File: config.mk
export PLATFORM = sky130hd
export DESIGN_NAME = router_pkt_fifo
export DESIGN_NICKNAME = d
export VERILOG_FILES = /design/src/rtl/router_pkt_fifo.sv
export SDC_FILE = /design/constraint.sdc
export NUM_CORES = 1
export LEC_CHECK = 0
export CAP_MARGIN = 40
export CORE_ASPECT_RATIO = 0.5
export CORE_MARGIN = 2
export CORE_UTILIZATION = 60
export CTS_CLUSTER_DIAMETER = 80
export DETAILED_ROUTE_END_ITERATION = 16
export HOLD_SLACK_MARGIN = 0.08
export PLACE_DENSITY = 0.8
export SLEW_MARGIN = 20
export SYNTH_ARGS = -nofsm -noshare
export SYNTH_HDL_FRONTEND = slang
export SYNTH_SLANG_ARGS = --single-unit
File: constraint.sdc
create_clock -name clk -period 4.25 [get_ports clk]
set_input_delay 0.85 -clock clk [delete_from_list [all_inputs] [get_ports clk]]
set_output_delay 0.85 -clock clk [all_outputs]
set_load 0.01 [all_outputs]
File: src/rtl/router_pkt_fifo.sv
// rtl/router_pkt_fifo.sv - packet-aware output-channel FIFO with level, watermarks and sticky error flags
module router_pkt_fifo #(
    parameter  int DATA_W    = 8,
    parameter  int DEPTH     = 16,
    parameter  int AF_THRESH = 14,
    parameter  int AE_THRESH = 2,
    localparam int ADDR_W    = $clog2(DEPTH)
) (
    input  logic              clk,
    input  logic              rst,
    input  logic              soft_reset,
    input  logic              wr_en,
    input  logic              lfd_state,
    input  logic [DATA_W-1:0] din,
    input  logic              rd_en,
    output logic [DATA_W-1:0] dout,
    output logic              dout_valid,
    output logic              dout_hdr,
    output logic              dout_last,
    output logic              full,
    output logic              empty,
    output logic              almost_full,
    output logic              almost_empty,
    output logic [ADDR_W:0]   level,
    output logic              overflow,
    output logic              underflow
);

    localparam int LVL_W = ADDR_W + 1;
    localparam int CNT_W = DATA_W - 1;

    localparam logic [LVL_W-1:0] PTR_ONE = LVL_W'(1);
    localparam logic [LVL_W-1:0] AF_LVL  = LVL_W'(AF_THRESH);
    localparam logic [LVL_W-1:0] AE_LVL  = LVL_W'(AE_THRESH);
    localparam logic [CNT_W-1:0] CNT_ONE = CNT_W'(1);

    // Each entry carries the header flag above the data word.
    logic [DATA_W:0]    mem [DEPTH];
    logic [LVL_W-1:0]   wr_ptr;
    logic [LVL_W-1:0]   rd_ptr;
    logic [CNT_W-1:0]   pkt_cnt;
    logic [DATA_W:0]    rd_word;
    logic [CNT_W-1:0]   hdr_cnt;
    logic               do_wr;
    logic               do_rd;
    logic               rd_is_hdr;

    assign empty = (wr_ptr == rd_ptr);
    assign full  = (wr_ptr[ADDR_W] != rd_ptr[ADDR_W]) &&
                   (wr_ptr[ADDR_W-1:0] == rd_ptr[ADDR_W-1:0]);
    assign level = wr_ptr - rd_ptr;

    assign almost_full  = (level >= AF_LVL);
    assign almost_empty = (level <= AE_LVL);

    // A full FIFO refuses the write and an empty one refuses the read, which
    // gives the simultaneous read/write priority without extra logic.
    assign do_wr = wr_en && !full;
    assign do_rd = rd_en && !empty;

    assign rd_word   = mem[rd_ptr[ADDR_W-1:0]];
    assign rd_is_hdr = rd_word[DATA_W];
    // Header length counts payload only; one more for the trailing parity word.
    assign hdr_cnt   = {1'b0, rd_word[DATA_W-1:2]} + CNT_ONE;

    always_ff @(posedge clk) begin
        if (rst && !soft_reset && do_wr) begin
            mem[wr_ptr[ADDR_W-1:0]] <= {lfd_state, din};
        end
    end

    always_ff @(posedge clk) begin
        if (!rst || soft_reset) begin
            wr_ptr     <= '0;
            rd_ptr     <= '0;
            pkt_cnt    <= '0;
            dout       <= '0;
            dout_valid <= 1'b0;
            dout_hdr   <= 1'b0;
            dout_last  <= 1'b0;
            overflow   <= 1'b0;
            underflow  <= 1'b0;
        end else begin
            if (do_wr) begin
                wr_ptr <= wr_ptr + PTR_ONE;
            end
            if (wr_en && full) begin
                overflow <= 1'b1;
            end
            if (rd_en && empty) begin
                underflow <= 1'b1;
            end

            dout_valid <= do_rd;
            if (do_rd) begin
                rd_ptr    <= rd_ptr + PTR_ONE;
                dout      <= rd_word[DATA_W-1:0];
                dout_hdr  <= rd_is_hdr;
                dout_last <= !rd_is_hdr && (pkt_cnt == CNT_ONE);
                // A header always reloads, even if the previous packet was cut short.
                if (rd_is_hdr) begin
                    pkt_cnt <= hdr_cnt;
                end else if (pkt_cnt != '0) begin
                    pkt_cnt <= pkt_cnt - CNT_ONE;
                end
            end
        end
    end

endmodule

# ---- Word level (Yosys, flattened, before mapping)
# Memory sizes are Yosys's and may differ from the RTL's. A register that Yosys moved wholly into a read port is not among the register bits.
# Cells that the tools add are included.
# W data, S select, Z words.
dict set report totals {
  register_bits 30
  mem_bits_rw 144
  in_bits 14
  output_inout_bits 22
  mem_count 1
}
# memory depth word_bits read_ports rd_clocked_by_memory_dff write_ports line
set mem_list {}
lappend mem_list {mem 16 9 1 1 1 38} ;# logic [DATA_W:0] mem [DEPTH];
dict set report op_classes {
  n_addsub 5
  n_lt_le_gt_ge 2
  eq_ne 4
  mux 6
  n_reduce_logical 17
}
# operator count
set op_table {}
lappend op_table {{$mux W7} 2}
lappend op_table {{$add A5 B1 Y5 const B} 2}
lappend op_table {{$logic_and A1 B1 Y1} 8}
lappend op_table {{$mux W4} 2}
lappend op_table {{$add A6 B1 Y7 const B} 1}
lappend op_table {{$eq A7 B1 Y1 const B} 1}
lappend op_table {{$reduce_bool A7 Y1} 1}
lappend op_table {{$sub A7 B1 Y7 const B} 1}
lappend op_table {{$eq A5 B5 Y1} 1}
lappend op_table {{$ge A5 B4 Y1 const B} 1}
lappend op_table {{$le A5 B2 Y1 const B} 1}
lappend op_table {{$logic_not A1 Y1} 5}
lappend op_table {{$sub A5 B5 Y5} 1}
lappend op_table {{$eq A4 B4 Y1} 1}
lappend op_table {{$mux W1} 2}
lappend op_table {{$reduce_and A2 Y1} 1}
lappend op_table {{$reduce_bool A2 Y1} 1}
lappend op_table {{$logic_or A1 B1 Y1} 1}
lappend op_table {{$ne A1 B1 Y1} 1}

# ---- Depth between registers and ports, before layout
# Gate-level depths: netlist of run 1.
dict set report depth {
  word_depth 7
  mapped_depth 10
}

# ---- Worst setup path before layout of run 1
# OpenSTA, ideal clock, no wires.
dict set report synth_timing {
  path_type {reg-to-output}
  from {register wr_ptr[0]}
  to {output almost_empty}
  arrival_time_ns 2.087
  slack_ns 1.313
  path_stages_with_launch 9
  cell_sequence {dfxtp_1 -> inv_1 -> ha_1 -> inv_1 -> fa_1 -> a21o_1 -> a21oi_1 -> xnor2_1 -> a2111oi_0}
}
dict set report synth_between {
  elab_chain_cells 2
}
# element line
set synth_rtl {}
lappend synth_rtl {{from (decl)} 39} ;# logic [LVL_W-1:0] wr_ptr;
lappend synth_rtl {{from (signal assigned)} 85} ;# wr_ptr <= wr_ptr + PTR_ONE;
lappend synth_rtl {{$sub A5 B5 Y5} 51} ;# assign level = wr_ptr - rd_ptr;
lappend synth_rtl {{net level[4]} 24} ;# output logic [ADDR_W:0] level,
lappend synth_rtl {{$le A5 B2 Y1} 54} ;# assign almost_empty = (level <= AE_LVL);
lappend synth_rtl {{to (decl)} 23} ;# output logic almost_empty,
# The timed path passes the listed nets, and every way through them passes these cells.

# ---- Worst setup path after layout of run 1
dict set report layout_timing {
  from {register wr_ptr[0]}
  to {output almost_empty}
}
dict set report layout_between {
  elab_chain_cells 2
}
# element line
set layout_rtl {}
lappend layout_rtl {{$sub A5 B5 Y5} 51}
lappend layout_rtl {{$le A5 B2 Y1} 54}
# Every way passes these cells.

==> reports/results.ini, run 1 <==
[setup_path]
cp_top_family = buffers and inverters
cp.arrival_ns = 2.86
cp-start-kind = flop
worstPathCellList = inv_1 -> ha_1 -> inv_1 -> fa_1 -> a21o_1 -> a21oi_1 -> xnor2_1 -> a2111oi_0 -> clkdlybuf4s50_1
critical_path_buf_inv_count = 3
critPathRequiredTime_ns = 3.40
crit_top_cell = inv_1
slowest_stage = clkdlybuf4s50_1
crit_path_end_kind = output pin
worstSetupPathType = flop to output pin
cpPeakStageDelay_ns = 0.61
cp_max_fo = 5

[run_status]
status = finished clean

[finish]
area_growth_pct = 16.81
multi_input_area_sq_um = 2120
seqCellArea_sq_um = 5007
fillers = 704
layout.nets = 533
diodes = 0
drive_gt1_frac = 0.1815

[placement]
io_buffers = 35
place_congestion = 0.8448
hpwl_microns = 9929
dp_slack_ns = 0.9836

[min_path]
worstHoldPathType = flop to flop

[grt]
grt_use_total = 0.2556
grt.busiest_layer = met2
grt_max_degree = 21
grt_util_met1 = 0.3476
gr-total-overflow = 0
globalRouteMet3Util = 0.06616
grt_use_met2 = 0.4095
grt_pass1_wl_microns = 23450
grt_pass1_vias = 4022
antenna_found_initial = 0

[run]
max_cap_violations = 0

[synth]
synth.avg_cell_area_sq_um = 16.11
yosysWarnings = 0
synthesis.nets = 479
synth-edff-count = 144
ys_seq_area_frac = 0.6888
synth-seq-cells = 178
synth_commonest_cells = 144 x edfxtp_1, 43 x nand2_1, 38 x mux4_2
syn_area_sq_um = 7266
synth_most_common_cell = edfxtp_1
synth_area_leaders = edfxtp_1 60%, mux4_2 12%, dfxtp_1 9.4%
synthArstFlopShare = 0
synth_flop_cell = edfxtp_1
synth_top_area_share = 0.5951
synth.largest_area_cell = edfxtp_1
synthCells = 451
ys_types = 43

[clock_tree]
clkLatencyLatePin_ns = 0.43
clk_pin_slew_worst_paths_ns = 0.07
clock_path_buffers = 2
cts-root-buf = clkbuf_16
cts_made_buffers = 17
hold_buffers = 0
cts_tree = yes
cts_max_level = 4
clkSinkCount = 178
postCtsSetupBuffers = 0
post_cts_resize_count = 0

[pwr]
netSwitchingFraction = 0.2151
power.density_nw_per_um2 = 424.9
clkPwrFrac = 0.438
power_leakage_nw = 2.707
ir_drop_v = 0.0003884
switching_power_uw = 775.6
intPower_mw = 2.830
seqPwrFrac = 0.525
combPwrFrac = 0.037

[drt]
dr_total_vias = 4209
viasPerCell = 6.163
drcViolationCount = 0
routedWlPerCell_microns = 22.82
routed_wl_microns = 15590
postRouteAntennaNets = 0
first_pass_iters = 6
initialDrtViolationCount = 482

[timing]
layout_setup_ws_ns = 0.5364
setup_viol = 0
final_hold_viol_count = 0
finalClockSkew_ns = 0.008354
relSlewSlack = 0.4390
fmax_ghz = 0.2693
rsz0062_at_grt = false
fin_crit_ns = 3.714
min_period_over_period = 0.8738
slew_violations = 0
worst_pin_slew_ns = 0.8384
fin_tns_setup_ns = 0

[floorplanning]
ios = 36
core_sq_um = 11810
initial_core_util = 0.6154
rows = 28
fp.dieH_microns = 81.81
fp.dieW_microns = 159.6
fp.dieArea_sq_um = 13060

-- cell families (layout without fill, tap and decap cells) --
group / Yosys count / in the layout / share of synthesized area
xor+xnor: 14 / 14 / 0.01688
compound gates: 43 / 43 / 0.03995
fa+ha+maj: 14 / 14 / 0.02514
mux: 46 / 46 / 0.1288
simple gates: 126 / 126 / 0.08042
buf+inv: 30 / 97 / 0.01998
flops: 178 / 178 / 0.6888
-- worst register-to-register path, delay by kind of cell, from the launching register on --
family / cells / cell delay [ns]
flip-flops: 1 / 0.63
AND/OR/NAND/NOR: 6 / 1.94
adder cells (fa/ha/maj): 1 / 0.36
-- flip-flops by register name (all words and copies together) (netlist names), 5 cells and up, named ones only --
register / count
rd_ptr: 5
mem: 144
wr_ptr: 5
dout: 8
pkt_cnt: 7
-- final cells by class --
type / count / area share
Inverter: 9 / 0.003981
Clock inverter: 14 / 0.01976
Tap cell: 165 / 0.02433
Sequential cell: 178 / 0.5900
Multi-Input combinational cell: 243 / 0.2497
Timing Repair Buffer: 56 / 0.06162
Clock buffer: 18 / 0.05057
-- per-stage QoR --
stage / power [mW] / util / std cells / area [sq um] / hold slack [ns]
2_1_floorplan: 1.997 / - / 451 / 7266 / 0.4706
3_3_place_gp: 2.059 / 0.6626 / 644 / 7823 / 0.4403
3_5_place_dp: 2.063 / 0.6638 / 645 / 7838 / 0.4449
4_1_cts: 3.622 / 0.7144 / 677 / 8434 / 0.4542
5_1_grt: 3.686 / 0.7188 / 683 / 8487 / 0.4707
6_report: 3.606 / 0.7188 / 683 / 8487 / 0.4531
-- power by group through the flow --
stage,registers [mW],clock network (mW),logic (mW)
after floorplan,1.93,0,0.0666
after global placement,1.93,0,0.126
after detailed placement,1.93,0,0.130
after CTS,1.89,1.60,0.131
final,1.89,1.58,0.132
after global routing,1.90,1.65,0.143
-- final timing paths --
path                          startpoint                    to  slack [ns]  cells after the start
setup reg to reg  wr_ptr[2]$_SDFFE_PP0N_   mem[4][3]$_DFFE_PP_        0.95                      7
setup / recovery  wr_ptr[0]$_SDFFE_PP0N_          almost_empty        0.54                      9
hold / removal      dout[4]$_SDFFE_PP0P_  dout[4]$_SDFFE_PP0P_        0.45                      2
hold reg to reg     dout[4]$_SDFFE_PP0P_  dout[4]$_SDFFE_PP0P_        0.45                      2
-- layout by cell type (no fill, tap or decap), types with 2 or more instances in the layout --
cell type        instances
a211oi_1                 2
dfxtp_1                 32
clkdlybuf4s50_1         35
buf_4                   19
nand4_1                  5
inv_8                    3
or3_1                    3
nand3_1                 12
edfxtp_1               144
mux2i_1                  7
nor2_1                  33
mux4_2                  38
clkbuf_16               17
o21ai_0                  3
nor3_1                   7
xnor2_1                  9
o21ai_1                  2
dfxtp_2                  2
a21oi_1                 17
a21o_1                   3
a311oi_1                 2
clkinvlp_4               4
buf_8                    2
ha_1                    13
inv_6                    5
inv_1                    9
bufinv_16                2
nor2b_1                  6
and2_1                   3
a22oi_1                  6
and4_1                   2
nand2_1                 43
xor2_1                   5
nor3b_1                  3
nand2b_1                 6
-- layer usage --
layer  up-vias  share of wire  wire (microns)
met5         -              0               0
met4         0          0.015             238
met3        29           0.11            1676
met2       233           0.47            7343
met1      2102           0.41            6330
li1       1845              -               -
Note: power is estimated with default switching activity, not from simulation.
==> run 2, diff against run 1 <==
==> constraint.sdc (replaced) <==
create_clock -name clk -period 4.6 [get_ports clk]
set_input_delay 0.92 -clock clk [delete_from_list [all_inputs] [get_ports clk]]
set_output_delay 0.92 -clock clk [all_outputs]
set_load 0.05 [all_outputs]
==> run 2 against run 1 <==
- count of clock-buffer cells in the layout grew 1
- routed wire length grew 5.7%
- sequential share of layout area grew 0.11 points
- combinational power is essentially flat
- global-route usage grew 1.0 points
- sequential power shrank 7%
- critical path depth is the same
- critical path type unchanged
==> reports/results.ini, run 2 (same netlist as run 1, synthesis figures left out) <==
[drt]
initialDrtViolationCount = 409  ; was 482
met1_length_microns = 6668  ; was 6330 microns
dr_total_vias = 4279  ; was 4209
routed_wl_microns = 16480  ; was 15590 microns
wl_met2_microns = 7971  ; was 7343 microns
viasPerCell = 6.238  ; was 6.163
first_pass_iters = 5  ; was 6
routedWlPerCell_microns = 24.02  ; was 22.82 microns
routed-wl-met3_microns = 1546  ; was 1676 microns
drcViolationCount = 0  ; unchanged
dr.max_layer_used = met4  ; unchanged
postRouteAntennaNets = 0  ; unchanged

[setup_path]
cp-start-kind = flop  ; unchanged
ff2ff_path_depth = 9  ; was 7
cp_max_fo = 5  ; unchanged
r2r_setup_slack_ns = 1.38  ; was 0.95 ns
critPathRequiredTime_ns = 3.68  ; was 3.40 ns
r2r_end = pkt_cnt[2]$_SDFFE_PP0P_  ; was mem[4][3]$_DFFE_PP_
cp.arrival_ns = 3.22  ; was 2.86 ns
worstSetupPathType = flop to output pin  ; unchanged
crit_path_end_kind = output pin  ; unchanged

[timing]
fmax_ghz = 0.2417
layout_setup_ws_ns = 0.4628  ; was 0.5364 ns
min_period_over_period = 0.8994
relSlewSlack = 0.4990  ; was 0.4390
worst_pin_slew_ns = 0.7515  ; was 0.8384 ns
fin_crit_ns = 4.137
setup_viol = 0  ; unchanged
fin_tns_setup_ns = 0  ; unchanged
final_hold_viol_count = 0  ; unchanged
rsz0062_at_grt = false  ; unchanged
finalClockSkew_ns = 0.008618  ; was 0.008354 ns
slew_violations = 0  ; unchanged

[clock_tree]
cts-root-buf = clkbuf_16  ; unchanged
cts_max_level = 4  ; unchanged
clkSinkCount = 178  ; unchanged
cts_made_buffers = 17  ; unchanged
postCtsSetupBuffers = 0  ; unchanged
clkLatencyLatePin_ns = 0.43  ; about the same
post_cts_resize_count = 0  ; unchanged
hold_buffers = 0  ; unchanged
clock_path_buffers = 2  ; unchanged
clk_pin_slew_worst_paths_ns = 0.07  ; about the same
cts_tree = yes  ; unchanged

[finish]
final_util = 0.7175  ; was 0.7188
final_cell_mix = 144 x edfxtp_1, 43 x nand2_1, 38 x mux4_2  ; unchanged
seqCellArea_sq_um = 5007  ; unchanged
fillers = 707  ; was 704
layout_commonest_cell = edfxtp_1  ; unchanged
area_growth_pct = 16.58  ; was 16.81%
largest_reg_flops = 144  ; unchanged
drive_gt1_frac = 0.1804  ; was 0.1815
multi_input_area_sq_um = 2121  ; was 2120 sq um
finalNonFillerCells = 686  ; was 683
layout.nets = 536  ; was 533
diodes = 0  ; unchanged

[floorplanning]
fp.dieArea_sq_um = 13060  ; unchanged
fp.dieW_microns = 159.6  ; unchanged
initial_core_util = 0.6154  ; unchanged
fp.dieH_microns = 81.81  ; unchanged
rows = 28  ; unchanged
ios = 36  ; unchanged
core_sq_um = 11810  ; unchanged

[placement]
place_inst = 654  ; was 645
io_buffers = 35  ; unchanged
place_congestion = 0.8040  ; was 0.8448
hpwl_microns = 9766  ; was 9929 microns
dp_slack_ns = 0.9033  ; was 0.9836 ns

[grt]
gr-total-overflow = 0  ; unchanged
grt_pass1_vias = 4141  ; was 4022
antenna_found_initial = 0  ; unchanged
grt_max_degree = 22  ; was 21
grt_use_total = 0.2658  ; was 0.2556
grt_pass1_wl_microns = 24500  ; was 23450 microns

[min_path]
whs_path_depth = 2  ; unchanged
holdPathEnd = dout_last$_SDFFE_PP0P_  ; was dout[4]$_SDFFE_PP0P_
hp-start = dout_last$_SDFFE_PP0P_  ; was dout[4]$_SDFFE_PP0P_
worstHoldPathType = flop to flop  ; unchanged

[pwr]
ir_drop_v = 0.0002912  ; was 0.0003884 V
p_total_mw = 3.265  ; was 3.606 mW
power_leakage_nw = 2.717  ; was 2.707 nW
power.density_nw_per_um2 = 385.5  ; was 424.9 nW/um^2

[run_status]
status = finished clean  ; unchanged

[run]
max_cap_violations = 0  ; unchanged

==> run 2: power breakdown <==
| group | leakage, nW | internal [mW] | switching, mW |
|---|---|---|---|
| combinational | 0.872 | 0.0514 | 0.0835 |
| clock | 0.274 | 0.756 | 0.623 |
| sequential | 1.57 | 1.74 | 0.00655 |
| total | 2.72 | 2.55 | 0.713 |
==> run 2: cell type report <==
| type | count | share of cell area |
|---|---|---|
| tap | 165 | 0.02437 |
| multi-input combinational | 243 | 0.2504 |
| inverter | 9 | 0.003988 |
| clock buffer | 19 | 0.05111 |
| sequential | 178 | 0.5911 |
| clock inverter | 13 | 0.01507 |
| timing repair buffer | 59 | 0.06396 |
==> run 2: worst max-delay path by stage <==
stage                                 from      endpoint  cells past startpoint
global placement    wr_ptr[0]$_SDFFE_PP0N_  almost_empty                      9
detailed placement  wr_ptr[0]$_SDFFE_PP0N_  almost_empty                      9
finish              wr_ptr[0]$_SDFFE_PP0N_  almost_empty                      9
CTS                 wr_ptr[0]$_SDFFE_PP0N_  almost_empty                      9
floorplan           wr_ptr[0]$_SDFFE_PP0N_  almost_empty                      8
global route        wr_ptr[0]$_SDFFE_PP0N_  almost_empty                      9
==> run 2: critical path: stages (launching register included) <==
cell and delay (ns):
dfxtp_1 0.35, inv_1 0.13, ha_1 0.16, inv_1 0.06
fa_1 0.40, a21o_1 0.18, a21oi_1 0.19, xnor2_1 0.13
a2111oi_1 0.31, clkdlybuf4s50_1 0.87
==> run 2: routing by layer <==
| layer | up-vias | global-route usage |
|---|---|---|
| met2 | 232 | 0.4450 |
| met5 | - | 0 |
| met1 | 2163 | 0.3475 |
| met3 | 32 | 0.06162 |
| met4 | 0 | 0.1082 |
| li1 | 1852 | - |
==> run 2: stage by stage <==
stage	hold slack, ns	instance area (sq um)
2_1_floorplan	0.4706	7267
3_3_place_gp	0.4395	7876
3_5_place_dp	0.4461	7910
4_1_cts	0.4542	8471
5_1_grt	0.4765	8471
6_report	0.4507	8471
==> run 3, diff against run 2 <==
--- a/config.mk
+++ b/config.mk
@@ -10,6 +10,7 @@
 export CORE_MARGIN = 2
 export CORE_UTILIZATION = 60
 export CTS_CLUSTER_DIAMETER = 80
+export CTS_CLUSTER_SIZE = 28
 export DETAILED_ROUTE_END_ITERATION = 16
 export HOLD_SLACK_MARGIN = 0.08
 export PLACE_DENSITY = 0.8
@@ -17,3 +18,4 @@
 export SYNTH_ARGS = -nofsm -noshare
 export SYNTH_HDL_FRONTEND = slang
 export SYNTH_SLANG_ARGS = --single-unit
+export TNS_END_PERCENT = 100
==> results of run 3 <==
No change in the layout: final DEF, timing and power equal those of run 2.
